===== config.mk =====
export PLATFORM = sky130hd
export DESIGN_NAME = uci_move_parser
export DESIGN_NICKNAME = d
export VERILOG_FILES = /design/src/rtl/uci_pkg.sv /design/src/rtl/uci_square_decode.sv /design/src/rtl/uci_move_parser.sv
export SDC_FILE = /design/constraint.sdc
export NUM_CORES = 1
export LEC_CHECK = 0
export BUFFER_PORTS_ARGS = -buffer_cell sky130_fd_sc_hd__buf_2
export CAP_MARGIN = 10
export CORE_UTILIZATION = 30
export DETAILED_ROUTE_END_ITERATION = 12
export PLACE_DENSITY = 0.51
export SLEW_MARGIN = 20
export SYNTH_ARGS = -nofsm -noshare
export SYNTH_HDL_FRONTEND = slang
export SYNTH_SLANG_ARGS = --single-unit
export TNS_END_PERCENT = 50

===== constraint.sdc =====
create_clock -name clk_in -period 2.3 [get_ports clk_in]
set_clock_uncertainty 0.1 [all_clocks]
set_input_delay 0.115 -clock clk_in [delete_from_list [all_inputs] [get_ports clk_in]]
set_output_delay 0.115 -clock clk_in [all_outputs]
set_load 0.01 [all_outputs]

===== src/rtl/uci_pkg.sv =====
// Shared types and constants for the UCI "bestmove" line parser.
package uci_pkg;

  typedef enum logic [2:0] {
    ST_KW    = 3'd0,
    ST_GAP   = 3'd1,
    ST_MOVE  = 3'd2,
    ST_TRAIL = 3'd3,
    ST_SKIP  = 3'd4
  } state_t;

  localparam logic [63:0] KEYWORD  = "bestmove";
  localparam logic [3:0]  KW_LEN   = 4'd8;

  localparam logic [7:0] ASCII_LF    = 8'h0A;
  localparam logic [7:0] ASCII_CR    = 8'h0D;
  localparam logic [7:0] ASCII_SPACE = 8'h20;

  localparam logic [2:0] PROMO_NONE = 3'd0;
  localparam logic [2:0] PROMO_N    = 3'd1;
  localparam logic [2:0] PROMO_B    = 3'd2;
  localparam logic [2:0] PROMO_R    = 3'd3;
  localparam logic [2:0] PROMO_Q    = 3'd4;

  // Keyword character at position idx (0 = 'b').
  function automatic logic [7:0] kw_char(input logic [2:0] idx);
    logic [63:0] shifted;
    shifted = KEYWORD << {idx, 3'b000};
    return shifted[63:56];
  endfunction

  function automatic logic [2:0] promo_code(input logic [7:0] ch);
    case (ch)
      8'h6E:   return PROMO_N;
      8'h62:   return PROMO_B;
      8'h72:   return PROMO_R;
      8'h71:   return PROMO_Q;
      default: return PROMO_NONE;
    endcase
  endfunction

endpackage


===== src/rtl/uci_square_decode.sv =====
// Converts an ASCII file/rank pair ("e","2") into a 6-bit square index
// rank*8+file, with a flag saying both characters were in range.
module uci_square_decode (
  input  logic [7:0] file_ch,
  input  logic [7:0] rank_ch,
  output logic [5:0] sq,
  output logic       ok
);

  // 'a'..'h' and '1'..'8' both end in low bits 001..000, so a 3-bit
  // decrement of the low bits yields 0..7 once the range is confirmed.
  assign ok = (file_ch >= 8'h61) && (file_ch <= 8'h68) &&
              (rank_ch >= 8'h31) && (rank_ch <= 8'h38);
  assign sq = {rank_ch[2:0] - 3'd1, file_ch[2:0] - 3'd1};

endmodule


===== src/rtl/uci_move_parser.sv =====
// UCI engine-output parser: reports the move of each "bestmove" line.
// Build option: define UCI_PROMO_EN to accept 5-char promotion moves.
module uci_move_parser
  import uci_pkg::*;
#(
  parameter int INPUT_CLOCK_FREQ = 100_000_000,
  parameter int TIMEOUT_CYCLES   = INPUT_CLOCK_FREQ / 100
) (
  input  logic       clk_in,
  input  logic       rst_in,
  input  logic       new_data_in,
  input  logic [7:0] data_byte_in,
  output logic       move_valid_out,
  output logic [5:0] from_sq_out,
  output logic [5:0] to_sq_out,
  output logic [2:0] promo_out,
  output logic       error_out
);

  localparam int TW = $clog2(TIMEOUT_CYCLES + 1);
  localparam logic [TW-1:0] TMO_LAST = TW'(TIMEOUT_CYCLES - 1);
  localparam logic [TW-1:0] TMO_MAX  = TW'(TIMEOUT_CYCLES);

  // Handshake: new_data_in is a fire-and-forget strobe. Every cycle it is
  // high one byte is consumed; there is no ready and no backpressure.

  state_t          state_q, state_d;
  logic [3:0]      idx_q, idx_d;
  logic [7:0]      buf_q [5];
  logic [2:0]      len_q, len_d;
  logic            over_q, over_d;
  logic            store_en;
  logic [2:0]      store_pos;
  logic [TW-1:0]   tmo_q;
  logic            active;

  logic            res_good_q;
  logic [5:0]      res_from_q, res_to_q;
  logic [2:0]      res_promo_q;
  logic            latch_en;

  logic            emit_live, emit_latched, gap_err;
  logic            valid_d, error_d;
  logic [5:0]      load_from, load_to;
  logic [2:0]      load_promo;

  logic [5:0]      v_from, v_to;
  logic            v_from_ok, v_to_ok, v_len_ok, v_good;
  logic [2:0]      v_promo;

  uci_square_decode u_from_dec (
    .file_ch (buf_q[0]),
    .rank_ch (buf_q[1]),
    .sq      (v_from),
    .ok      (v_from_ok)
  );

  uci_square_decode u_to_dec (
    .file_ch (buf_q[2]),
    .rank_ch (buf_q[3]),
    .sq      (v_to),
    .ok      (v_to_ok)
  );

`ifdef UCI_PROMO_EN
  assign v_promo  = (len_q == 3'd5) ? promo_code(buf_q[4]) : PROMO_NONE;
  assign v_len_ok = (len_q == 3'd4) || ((len_q == 3'd5) && (v_promo != PROMO_NONE));
`else
  assign v_promo  = PROMO_NONE;
  assign v_len_ok = (len_q == 3'd4);
`endif

  assign v_good = !over_q && v_from_ok && v_to_ok && v_len_ok;
  assign active = (state_q != ST_KW) || (idx_q != 4'd0);

  always_comb begin
    state_d      = state_q;
    idx_d        = idx_q;
    len_d        = len_q;
    over_d       = over_q;
    store_en     = 1'b0;
    store_pos    = len_q;
    latch_en     = 1'b0;
    emit_live    = 1'b0;
    emit_latched = 1'b0;
    gap_err      = 1'b0;

    if (new_data_in) begin
      if (data_byte_in != ASCII_CR) begin
        case (state_q)
          ST_KW: begin
            if (data_byte_in == ASCII_LF) begin
              idx_d = 4'd0;
            end else if (data_byte_in == ASCII_SPACE) begin
              state_d = (idx_q == KW_LEN) ? ST_GAP : ST_SKIP;
            end else if ((idx_q < KW_LEN) && (data_byte_in == kw_char(idx_q[2:0]))) begin
              idx_d = idx_q + 4'd1;
            end else begin
              state_d = ST_SKIP;
            end
          end
          ST_GAP: begin
            if (data_byte_in == ASCII_LF) begin
              gap_err = 1'b1;
              state_d = ST_KW;
              idx_d   = 4'd0;
            end else if (data_byte_in != ASCII_SPACE) begin
              state_d   = ST_MOVE;
              store_en  = 1'b1;
              store_pos = 3'd0;
              len_d     = 3'd1;
              over_d    = 1'b0;
            end
          end
          ST_MOVE: begin
            if (data_byte_in == ASCII_LF) begin
              emit_live = 1'b1;
              state_d   = ST_KW;
              idx_d     = 4'd0;
            end else if (data_byte_in == ASCII_SPACE) begin
              latch_en = 1'b1;
              state_d  = ST_TRAIL;
            end else if (len_q == 3'd5) begin
              over_d = 1'b1;
            end else begin
              store_en = 1'b1;
              len_d    = len_q + 3'd1;
            end
          end
          ST_TRAIL: begin
            if (data_byte_in == ASCII_LF) begin
              emit_latched = 1'b1;
              state_d      = ST_KW;
              idx_d        = 4'd0;
            end
          end
          ST_SKIP: begin
            if (data_byte_in == ASCII_LF) begin
              state_d = ST_KW;
              idx_d   = 4'd0;
            end
          end
          default: begin
            state_d = ST_KW;
            idx_d   = 4'd0;
          end
        endcase
      end
    end else if (active && (tmo_q == TMO_LAST)) begin
      state_d = ST_KW;
      idx_d   = 4'd0;
    end
  end

  always_comb begin
    valid_d    = (emit_live && v_good) || (emit_latched && res_good_q);
    error_d    = gap_err || (emit_live && !v_good) || (emit_latched && !res_good_q);
    load_from  = emit_live ? v_from  : res_from_q;
    load_to    = emit_live ? v_to    : res_to_q;
    load_promo = emit_live ? v_promo : res_promo_q;
  end

  always_ff @(posedge clk_in) begin
    if (rst_in) begin
      state_q        <= ST_KW;
      idx_q          <= 4'd0;
      len_q          <= 3'd0;
      over_q         <= 1'b0;
      tmo_q          <= '0;
      res_good_q     <= 1'b0;
      res_from_q     <= 6'd0;
      res_to_q       <= 6'd0;
      res_promo_q    <= PROMO_NONE;
      move_valid_out <= 1'b0;
      error_out      <= 1'b0;
      from_sq_out    <= 6'd0;
      to_sq_out      <= 6'd0;
      promo_out      <= PROMO_NONE;
      for (int i = 0; i < 5; i++) buf_q[i] <= 8'd0;
    end else begin
      state_q        <= state_d;
      idx_q          <= idx_d;
      len_q          <= len_d;
      over_q         <= over_d;
      move_valid_out <= valid_d;
      error_out      <= error_d;
      if (store_en) buf_q[store_pos] <= data_byte_in;
      if (latch_en) begin
        res_good_q  <= v_good;
        res_from_q  <= v_from;
        res_to_q    <= v_to;
        res_promo_q <= v_promo;
      end
      if (valid_d) begin
        from_sq_out <= load_from;
        to_sq_out   <= load_to;
        promo_out   <= load_promo;
      end
      // Counts idle cycles only while a line is in progress; saturates.
      if (new_data_in || !active) tmo_q <= '0;
      else if (tmo_q != TMO_MAX)  tmo_q <= tmo_q + TW'(1);
    end
  end

endmodule


==> flow_metrics.tcl, run 1 <==
set metrics [dict create \
    worstSetupEndpointType "flip-flop" \
    multi_input_area_um2 2469 \
    hold_viol_final 0 \
    place_congestion 0.7795 \
    cts_sinks 90 \
    cts_root_buf "clkbuf_16" \
    synthTopCellsByCount "dfxtp_1, nor2_1, and2_1" \
    path_max_fanout 8 \
    r2r_start "buf_q[0][7]$_SDFFCE_PN0P_" \
    grt_use_met2_pct 26.00 \
    post-place-cells 725 \
    wl_mm 11.01 \
    path_class "reg -> reg" \
    antenna_left 0 \
    place_ws_ps -206.8 \
    die_w_um 126.2 \
    hold_path_depth 2 \
    ys_seq_area_share_pct 45.88 \
    r2r_slack_ps -30 \
    pwr-share-comb_pct 5.6 \
    finalCriticalPeriod_ps 2327 \
    fin_ws_ps -26.60 \
    start_util_pct 30.54 \
    synthArstFlopShare_pct 0 \
    layout.nets 578 \
    antenna_found_initial 0 \
    grt_pass1_vias 3690 \
    grtUsageTotal_pct 14.82 \
    cap_violations 0 \
    intPower_w 0.002608 \
    ys_dominant_reg_cell "dfxtp_1" \
    finalNonFillerCells 743 \
    powerDensity_nw_per_um2 582.0 \
    switching_share_pct 22.54 \
    arrival_ps 2450 \
    grt_use_met1_pct 17.78 \
    start_kind "flip-flop" \
    min_from "rst_in" \
    dp_hpwl_mm 8.072 \
    r2r_end "from_sq_out[1]$_SDFFE_PP0P_" \
    grt_first_pass_wirelength_mm 18.32 \
    outcome "finished with violations" \
    drtIter0Drc 134 \
    synth.top_cell.area_share_pct 25.10 \
    num_rows 45 \
    holdPathEnd "len_q[1]$_SDFFE_PP0P_" \
    p_switching_w 0.0007588 \
    clockBufferDepth 2 \
    layout-drive-gt1-share_pct 25.41 \
    grt_setup_unrepaired "yes" \
    crit_required_ps 2420 \
    worstRegToRegCells 7 \
    relSlewSlack_pct 53.96 \
    antenna_cells 0 \
    synth_cells 484 \
    seqCellArea_um2 2126 \
    routedWlPerCell_um 14.81 \
    synth_area_per_cell_um2 9.557 \
    peakVddDrop_mv 0.3369 \
    die_area_um2 15920 \
    busiest_layer "met2" \
    synth-edff-count 32 \
    fp.dieH_um 126.2 \
    first_pass_iters 4 \
    ys_ff_latch 90 \
    synth_cell_types 59 \
    grt_max_degree 28 \
    syn_area_um2 4626 \
    core_um2 15150 \
    clkTransAtPathRegs_ps 70 \
    tightest_slew_ps 690.7 \
    tns_ps -209.6 \
    portBuffers 24 \
    cts_htree_levels 3 \
    cts_made_buffers 9 \
    yosys-top-cells-area "dfxtp_1, edfxtp_1, and2_1" \
    finalCritPeriodShare_pct 101.2 \
    yosysTopAreaCell "dfxtp_1" \
    p_leak_nw 2.110 \
    grt_use_met3_pct 3.441 \
    hp-class "in -> reg" \
    cts_hold_buf 0 \
    vias_per_cell 4.934 \
    via_count 3666 \
    grt_overflow 0 \
    violations "negative setup slack" \
    clkPwrFrac_pct 44.6 \
    max_freq_mhz 429.8 \
    insertion_delay_ps 340 \
    cts_tree "done" \
    fill_cells 1511 \
    sequentialPowerShare_pct 49.8 \
    yosysWarnings 0 \
    synthToLayoutAreaGrowth_pct 25.07 \
    io_pins 28 \
    post-route-drc-count 0 \
    fin_util_pct 38.20 \
    final_max_slew_viol_count 0 \
    report.final.setup_viol 10 \
    synth_most_common_cell "dfxtp_1" \
]
layer usage:
metal | wire length [um] | vias to the layer above
met2 | 5550 | 34
li1 | - | 1877
met5 | 0 | -
met4 | 136 | 0
met3 | 242 | 10
met1 | 5078 | 1745
cell usage in the layout (no fill, tap or decap), types with 5 or more instances in the layout:
master     Yosys  layout
or3_1          9       8
nor2b_1        7       7
buf_2          6      24
a21oi_1       13      10
and2_1        34      34
edfxtp_1      32      32
xor2_1        14      14
inv_1         16      14
nand3_1       14      13
o31ai_1        9       9
ha_1          17      15
clkbuf_16      0      11
buf_4          7      55
dfxtp_1       58      55
o21ai_2        0       8
and3_1         9       8
nor2_1        55      55
nor3_1         9       9
a211oi_1      11      10
nand2_1       26      25
nor4_1         5       5
o21ai_0       14       5
o2111ai_1      9       8
nand4_1       11      11
mux2i_1        9       9
and4_1         6       6
xnor2_1       10      10
flip-flops by register name, summed over array words and instances (netlist names):
register and cells:
buf_q 32, error_out 1, from_sq_out 6, idx_q 4, len_q 3, move_valid_out 1
over_q 1, res_from_q 6, res_good_q 1, res_to_q 6, state_q 3, tmo_q 20
to_sq_out 6
through the flow:
step / power [W] / instance area (um2) / hold WS (ps)
global route: 0.003503 / 5786 / 75.94
finish: 0.003367 / 5786 / 43.52
detailed placement: 0.001890 / 5289 / 365.7
global placement: 0.001889 / 5289 / 356.4
floorplan: 0.001803 / 4651 / 170.8
CTS: 0.003410 / 5637 / 29.15
timing repair:
action / CTS / global route
endpoints found under the setup margin: 14 / 43
pin swaps: 2 / 10
gates resized for setup: 16 / 35
setup buffers: 1 / 1
power groups by stage:
| stage | Combinational (W) | Sequential [W] | Clock, W |
|---|---|---|---|
| 2_1_floorplan | 0.0000950 | 0.00171 | 0 |
| 3_3_place_gp | 0.000180 | 0.00171 | 0 |
| 3_5_place_dp | 0.000180 | 0.00171 | 0 |
| 4_1_cts | 0.000182 | 0.00167 | 0.00155 |
| 5_1_grt | 0.000207 | 0.00168 | 0.00162 |
| 6_report | 0.000188 | 0.00168 | 0.00150 |
cell type report:
class,count,share of cell area (%)
clock buffers,12,4.823
clock inverters,4,0.5190
inverters,16,1.038
multi-input cells,350,42.67
flip-flops and latches,90,36.74
well taps,188,4.066
repair buffers,83,10.14
worst max-delay path, stage by stage, from the launching register on:
cell	delay, ps
edfxtp_1	360
or4b_4	550
a2111oi_4	190
nand4_1	210
o32a_1	430
buf_6	190
o21ai_2	100
a21oi_1	70
kinds of logic (layout without fill, tap and decap cells):
kind of cell	Yosys count	count (layout)	synth area share, %
mux	10	10	2.191
buf+inv	46	115	4.625
other cells	1	3	0.08107
simple gates	216	216	25.75
fa+ha+maj	17	17	4.598
compound gates	80	80	12.33
xor+xnor	24	24	4.544
flops	90	90	45.87
worst max path at each step:
stage / start / end / slack, ps / cells past startpoint
global route: buf_q[1][1]$_SDFFCE_PN0P_ / from_sq_out[2]$_SDFFE_PP0P_ / -150 / 8
finish: buf_q[0][7]$_SDFFCE_PN0P_ / from_sq_out[1]$_SDFFE_PP0P_ / -30 / 7
global placement: buf_q[0][7]$_SDFFCE_PN0P_ / from_sq_out[0]$_SDFFE_PP0P_ / -100 / 7
detailed placement: buf_q[0][7]$_SDFFCE_PN0P_ / to_sq_out[1]$_SDFFE_PP0P_ / -210 / 7
CTS: buf_q[0][7]$_SDFFCE_PN0P_ / to_sq_out[2]$_SDFFE_PP0P_ / -120 / 6
floorplan: data_byte_in[1] / buf_q[3][0]$_SDFFCE_PN0P_ / 3 / 8
No activity file was read; power rests on OpenSTA's default activity.
==> run 2: changes to the inputs <==
Settings changed: REMOVE_ABC_BUFFERS set to 1.
==> run 2 against run 1 <==
Effect of this change:
- the run still ends with negative setup slack left
- die area did not move
- sequential power is essentially flat
- register-to-register slack got worse by 60 ps
- total power shrank 1.1%
- final cell count rose by 1.3%
- design area rose by 0.63%
- sequential share of layout area decreased by 0.23 points
==> flow_metrics.tcl, run 2 (synthesis gave the netlist of run 1 again) <==
set metrics [dict create \
    outcome "finished with violations" \
    violations "negative setup slack" \
    fin_ws_ps -85.56 \
    intPower_w 0.002618 \
    layout-drive-gt1-share_pct 25.66 \
    tns_ps -749.5 \
    start_kind "flip-flop" \
    clkPwrFrac_pct 43.7 \
    insertion_delay_ps 340 \
    worstSetupEndpointType "flip-flop" \
    wl_mm 11.05 \
    clkTransAtPathRegs_ps 70 \
    die_area_um2 15920 \
    antenna_left 0 \
    first_pass_iters 4 \
    dp_hpwl_mm 8.096 \
    path_max_fanout 7 \
    start_util_pct 30.54 \
    clockBufferDepth 2 \
    path_class "reg -> reg" \
    finalCritPeriodShare_pct 103.7 \
    hold_viol_final 0 \
    routedWlPerCell_um 14.67 \
    num_rows 45 \
    grt_setup_unrepaired "yes" \
    place_congestion 0.7884 \
    switching_share_pct 21.40 \
    pwr-share-comb_pct 6.0 \
    grt_max_degree 26 \
    antenna_cells 0 \
    placed_area_um2 5378 \
    fin_area_um2 5822 \
    fin_util_pct 38.44 \
    final_max_slew_viol_count 0 \
    die_w_um 126.2 \
    finalCriticalPeriod_ps 2386 \
    largest_register_ff_count 32 \
    crit_required_ps 2420 \
    arrival_ps 2500 \
    grt_first_pass_wirelength_mm 18.19 \
    synthToLayoutAreaGrowth_pct 25.86 \
    cts_root_buf "clkbuf_16" \
    multi_input_area_um2 2431 \
    layout_commonest_cell "buf_4" \
    fp.dieH_um 126.2 \
    drtIter0Drc 216 \
    vias_per_cell 4.849 \
    hp-class "in -> reg" \
    cts_made_buffers 9 \
    grt_pass1_vias 3603 \
    antenna_found_initial 0 \
    grt_overflow 0 \
    grtUsageTotal_pct 14.89 \
    cts_tree "done" \
    top_register "buf_q" \
    core_um2 15150 \
    post_cts_buffers 0 \
    sequentialPowerShare_pct 50.3 \
    post-route-drc-count 0 \
    max_freq_mhz 419.2 \
    report.final.setup_viol 12 \
    place_ws_ps -221.2 \
    via_count 3651 \
    cts_htree_levels 3 \
    reg_top3 "buf_q x32, tmo_q x20" \
    fill_cells 1499 \
    p_switching_w 0.0007126 \
    peakVddDrop_mv 0.3283 \
    cap_violations 0 \
    cts_sinks 90 \
    io_pins 28 \
    whs_ps 71.38 \
    seqCellArea_um2 2126 \
    p_leak_nw 2.150 \
    powerDensity_nw_per_um2 572.0 \
    portBuffers 24 \
    layout.nets 588 \
    final_cell_mix "buf_4, dfxtp_1, nor2_1" \
]
==> run 2: cell types whose count changed in the layout (fill, tap and decap cells not counted), moves of 2 or more <==
| cell | delta |
|---|---|
| a21oi_2 | -2 |
| inv_6 | -2 |
| o21ai_0 | +2 |
| ha_1 | +2 |
| nor4_2 | +2 |
| clkbuf_16 | -2 |
| nor4_1 | -2 |
| buf_4 | +8 |
| clkbuf_1 | +2 |
| a21oi_1 | +2 |
==> run 2: cell type report <==
type / count / share of cell area [%]
Tap cell: 188 / 4.040
Clock buffer: 13 / 4.298
Sequential cell: 90 / 36.51
Inverter: 16 / 1.032
Multi-Input combinational cell: 350 / 41.76
Timing Repair Buffer: 93 / 11.65
Clock inverter: 3 / 0.7092
==> run 2: what timing repair did <==
item                                    in CTS  in global routing
gates resized for setup                     30                 19
pin swaps                                    3                  5
endpoints found under the setup margin      46                 43
hold buffers                                 0                  0
gates cloned                                 0                  0
==> run 2: final timing paths <==
path	start	endpoint	slack (ps)	cells past startpoint
hold / removal	rst_in	len_q[1]$_SDFFE_PP0P_	70	2
setup reg to reg	buf_q[0][7]$_SDFFCE_PN0P_	to_sq_out[4]$_SDFFE_PP0P_	-90	7
hold reg to reg	from_sq_out[1]$_SDFFE_PP0P_	from_sq_out[1]$_SDFFE_PP0P_	360	2
setup / recovery	buf_q[0][7]$_SDFFCE_PN0P_	to_sq_out[4]$_SDFFE_PP0P_	-90	7
==> run 2: power groups by stage <==
stage | Sequential, W | Clock, W | Combinational [W]
4_1_cts | 0.00168 | 0.00150 | 0.000195
3_5_place_dp | 0.00171 | 0 | 0.000191
3_3_place_gp | 0.00171 | 0 | 0.000188
5_1_grt | 0.00168 | 0.00157 | 0.000218
2_1_floorplan | 0.00171 | 0 | 0.0000728
6_report | 0.00168 | 0.00145 | 0.000200
==> run 2: layer usage <==
metal  share of wire [%]  track usage (%)  wire length (um)
met5                   0                0                 0
met4                 1.8            5.457               199
met3                 2.7            3.483               297
met2                  49            25.58              5463
met1                  46            18.11              5086
==> run 2: through the flow <==
step / instances / total power, W
floorplan: 456 / 0.001781
global placement: 737 / 0.001898
detailed placement: 737 / 0.001901
CTS: 753 / 0.003369
global route: 753 / 0.003463
finish: 753 / 0.003330
==> run 2: worst max-delay path, stage by stage (launching register included) <==
cell       delay, ps
edfxtp_1         360
or4b_1           540
a2111oi_2        220
nand4_1          230
o32a_4           480
buf_6            160
o21ai_2          110
a21oi_1           70
==> run 3: changes to the inputs <==
Settings changed: PLACE_DENSITY 0.51 to 0.49, SYNTH_HIERARCHICAL set to 1.
Clock period 2.3 ns to 2.84 ns, I/O delays scaled along.
==> run 3 against run 2 <==
Effect of this change:
- the run now ends clean
- synthesized cell count down 5.2%
- global-route usage down 1.6 points
- synthesized area down 0.70%
- sequential power down 19%
- critical path depth unchanged
- clock power down 13%
- total power down 18%
- final cell count down 9.7%
- flip-flop and latch count unchanged
- sequential share of layout area up 3.6 points
- via count down 10%
==> flow_metrics.tcl, run 3 <==
set metrics [dict create \
    whs_ps 117.9 \
    finalCriticalPeriod_ps 2653 \
    place_congestion 0.7914 \
    grt_pass1_vias 3210 \
    final_cell_mix "nor2_1, dfxtp_1, mux2i_1" \
    antenna_cells 0 \
    hold_viol_final 0 \
    post-place-cells 663 \
    fill_cells 1499 \
    die_area_um2 15810 \
    finalCritPeriodShare_pct 93.42 \
    ys_ff_latch 90 \
    path_cells "inv_1 > ha_1 > a21o_1 > a211o_1 > or4_4 > nor3_4 > or2_1" \
    dp_hpwl_mm 6.793 \
    num_rows 44 \
    yosysWarnings 6 \
    fp.dieH_um 125.7 \
    max_freq_mhz 376.9 \
    grtUsageTotal_pct 13.33 \
    fin_ws_ps 186.7 \
    outcome "complete, no violations" \
    synthArstFlopShare_pct 0 \
    r2r_end "buf_q[3][2]$_SDFFCE_PN0P_" \
    reg_top3 "buf_q x32, tmo_q x20" \
    slowest_stage "or4_4" \
    peakVddDrop_mv 0.2740 \
    synth_mux_area_share_pct 7.682 \
    antenna_found_initial 0 \
    synth_top_family_by_area "simple AND/OR/NAND/NOR gates" \
    cap_violations 0 \
    powerDensity_nw_per_um2 515.4 \
    report.final.setup_viol 0 \
    tightest_slew_ps 708.7 \
    synth_compound_area_share_pct 7.382 \
    r2r_start "len_q[1]$_SDFFE_PP0P_" \
    r2r_slack_ps 190 \
    worstRegToRegCells 7 \
    p_leak_nw 1.944 \
    antenna_left 0 \
    layout_commonest_cell "nor2_1" \
    cts_tree "done" \
    placed_area_um2 4956 \
    portBuffers 24 \
    cts_root_buf "clkbuf_16" \
    ys_seq_area_share_pct 46.20 \
    post-route-drc-count 0 \
    synth-xor-area-share_pct 4.958 \
    syn_area_um2 4593 \
    relSlewSlack_pct 52.32 \
    wl_mm 9.588 \
    cts_made_buffers 9 \
    cpPeakStageDelay_ps 540 \
    hp-class "in -> reg" \
    cp-startpoint "len_q[1]$_SDFFE_PP0P_" \
    insertion_delay_ps 350 \
    clockBufferDepth 2 \
    fin_area_um2 5290 \
    cts_htree_levels 3 \
    synthTopCellsByCount "nor2_1, dfxtp_1, mux2i_1" \
    layout.nets 519 \
    synth.top_cell.area_share_pct 25.28 \
    largest_register_ff_count 32 \
    start_util_pct 31.13 \
    crit_required_ps 2760 \
    io_pins 28 \
    fin_util_pct 35.85 \
    via_count 3272 \
    worstSetupEndpointType "flip-flop" \
    yosys.area_share.simple_pct 24.82 \
    top_register "buf_q" \
    path_max_fanout 8 \
    vias_per_cell 4.812 \
    clkTransAtPathRegs_ps 70 \
    first_pass_iters 4 \
    yosys-top-cells-area "dfxtp_1, edfxtp_1, mux2i_1" \
    synthToLayoutAreaGrowth_pct 15.17 \
    synth-edff-count 32 \
    core_um2 14750 \
    finalNonFillerCells 680 \
    synth_cell_types 58 \
    synth_most_common_cell "nor2_1" \
    routedWlPerCell_um 14.10 \
    cts_sinks 90 \
    start_kind "flip-flop" \
    cts_hold_buf 0 \
    path_class "reg -> reg" \
    synth_area_per_cell_um2 10.01 \
    yosysTopAreaCell "dfxtp_1" \
    final_max_slew_viol_count 0 \
    arrival_ps 2570 \
    layout-drive-gt1-share_pct 14.92 \
    grt_max_degree 33 \
    drtIter0Drc 231 \
    setup.worst_path.end "buf_q[3][2]$_SDFFCE_PN0P_" \
    synth_fa_ha_area_share_pct 4.631 \
    ys_dominant_reg_cell "dfxtp_1" \
    place_ws_ps 146.4 \
    grt_overflow 0 \
    die_w_um 125.7 \
    synth_cells 459 \
    grt_first_pass_wirelength_mm 16.21 \
]
## run 3: cell types whose count changed after synthesis, sizes merged, moves of 6 or more
| cell | previous run | this run |
|---|---|---|
| o31ai | 9 | 2 |
| xor2 | 14 | 20 |
| nor2 | 57 | 70 |
| inv | 16 | 22 |
| nand2 | 26 | 13 |
| clkbuf | 16 | 9 |
| o2111ai | 9 | 0 |
| mux2i | 9 | 33 |
| or3 | 9 | 1 |
| o21ai | 14 | 8 |
## run 3: worst max-delay path: cells and delay by family (launching register included)
kind            cells  cell delay [ps]
buf+inv             1              100
fa+ha+maj           1              210
flops               1              440
compound gates      2              480
simple gates        3              990
## run 3: cells by family after synthesis
| logic type | Yosys count |
|---|---|
| compound gates | 47 |
| xor+xnor | 26 |
| fa+ha+maj | 17 |
| buf+inv | 42 |
| flops | 90 |
| mux | 35 |
| other cells | 1 |
| simple gates | 201 |
## run 3: timing repair
item,CTS,global route
setup buffers,0,1
setup endpoints to repair,0,20
gates resized for setup,0,3
## run 3: worst min-delay path by stage
stage / startpoint / end / slack [ps] / cells after the start
final: data_byte_in[7] / buf_q[2][7]$_SDFFCE_PN0P_ / 120 / 2
after global routing: data_byte_in[7] / buf_q[2][7]$_SDFFCE_PN0P_ / 120 / 2
after CTS: data_byte_in[7] / buf_q[2][7]$_SDFFCE_PN0P_ / 110 / 2
after detailed placement: res_from_q[0]$_SDFFE_PP0P_ / res_from_q[0]$_SDFFE_PP0P_ / 380 / 2
after global placement: res_to_q[5]$_SDFFE_PP0P_ / res_to_q[5]$_SDFFE_PP0P_ / 370 / 2
after floorplan: rst_in / error_out$_SDFF_PP0_ / 110 / 1
## run 3: cell type report
type	instances	area, um2	share of cell area (%)
Sequential cell	90	2122	40.11
Multi-Input combinational cell	329	2301	43.50
Clock inverter	6	70.07	1.325
Timing Repair Buffer	39	245.2	4.636
Tap cell	184	230.2	4.352
Clock buffer	10	239.0	4.518
Inverter	22	82.58	1.561
## run 3: report_power, final
group	internal (W)	switching, W	leakage [nW]
clock	0.000718	0.000539	0.154
sequential	0.00135	0.00000911	0.802
combinational	0.0000379	0.0000773	0.988
## run 3: routing by layer
metal | track usage [%] | vias to the layer above | wire length (um)
met5 | 0 | - | 0
met4 | 5.528 | 0 | 167
li1 | - | 1672 | -
met1 | 16.73 | 1537 | 4642
met2 | 21.86 | 49 | 4420
met3 | 3.314 | 14 | 358
## run 3: metrics by stage
stage | total power [W] | setup TNS (ps)
finish | 0.002727 | 0
global route | 0.002833 | -8.989
CTS | 0.002770 | 0
detailed placement | 0.001500 | 0
global placement | 0.001497 | 0
floorplan | 0.001440 | 0
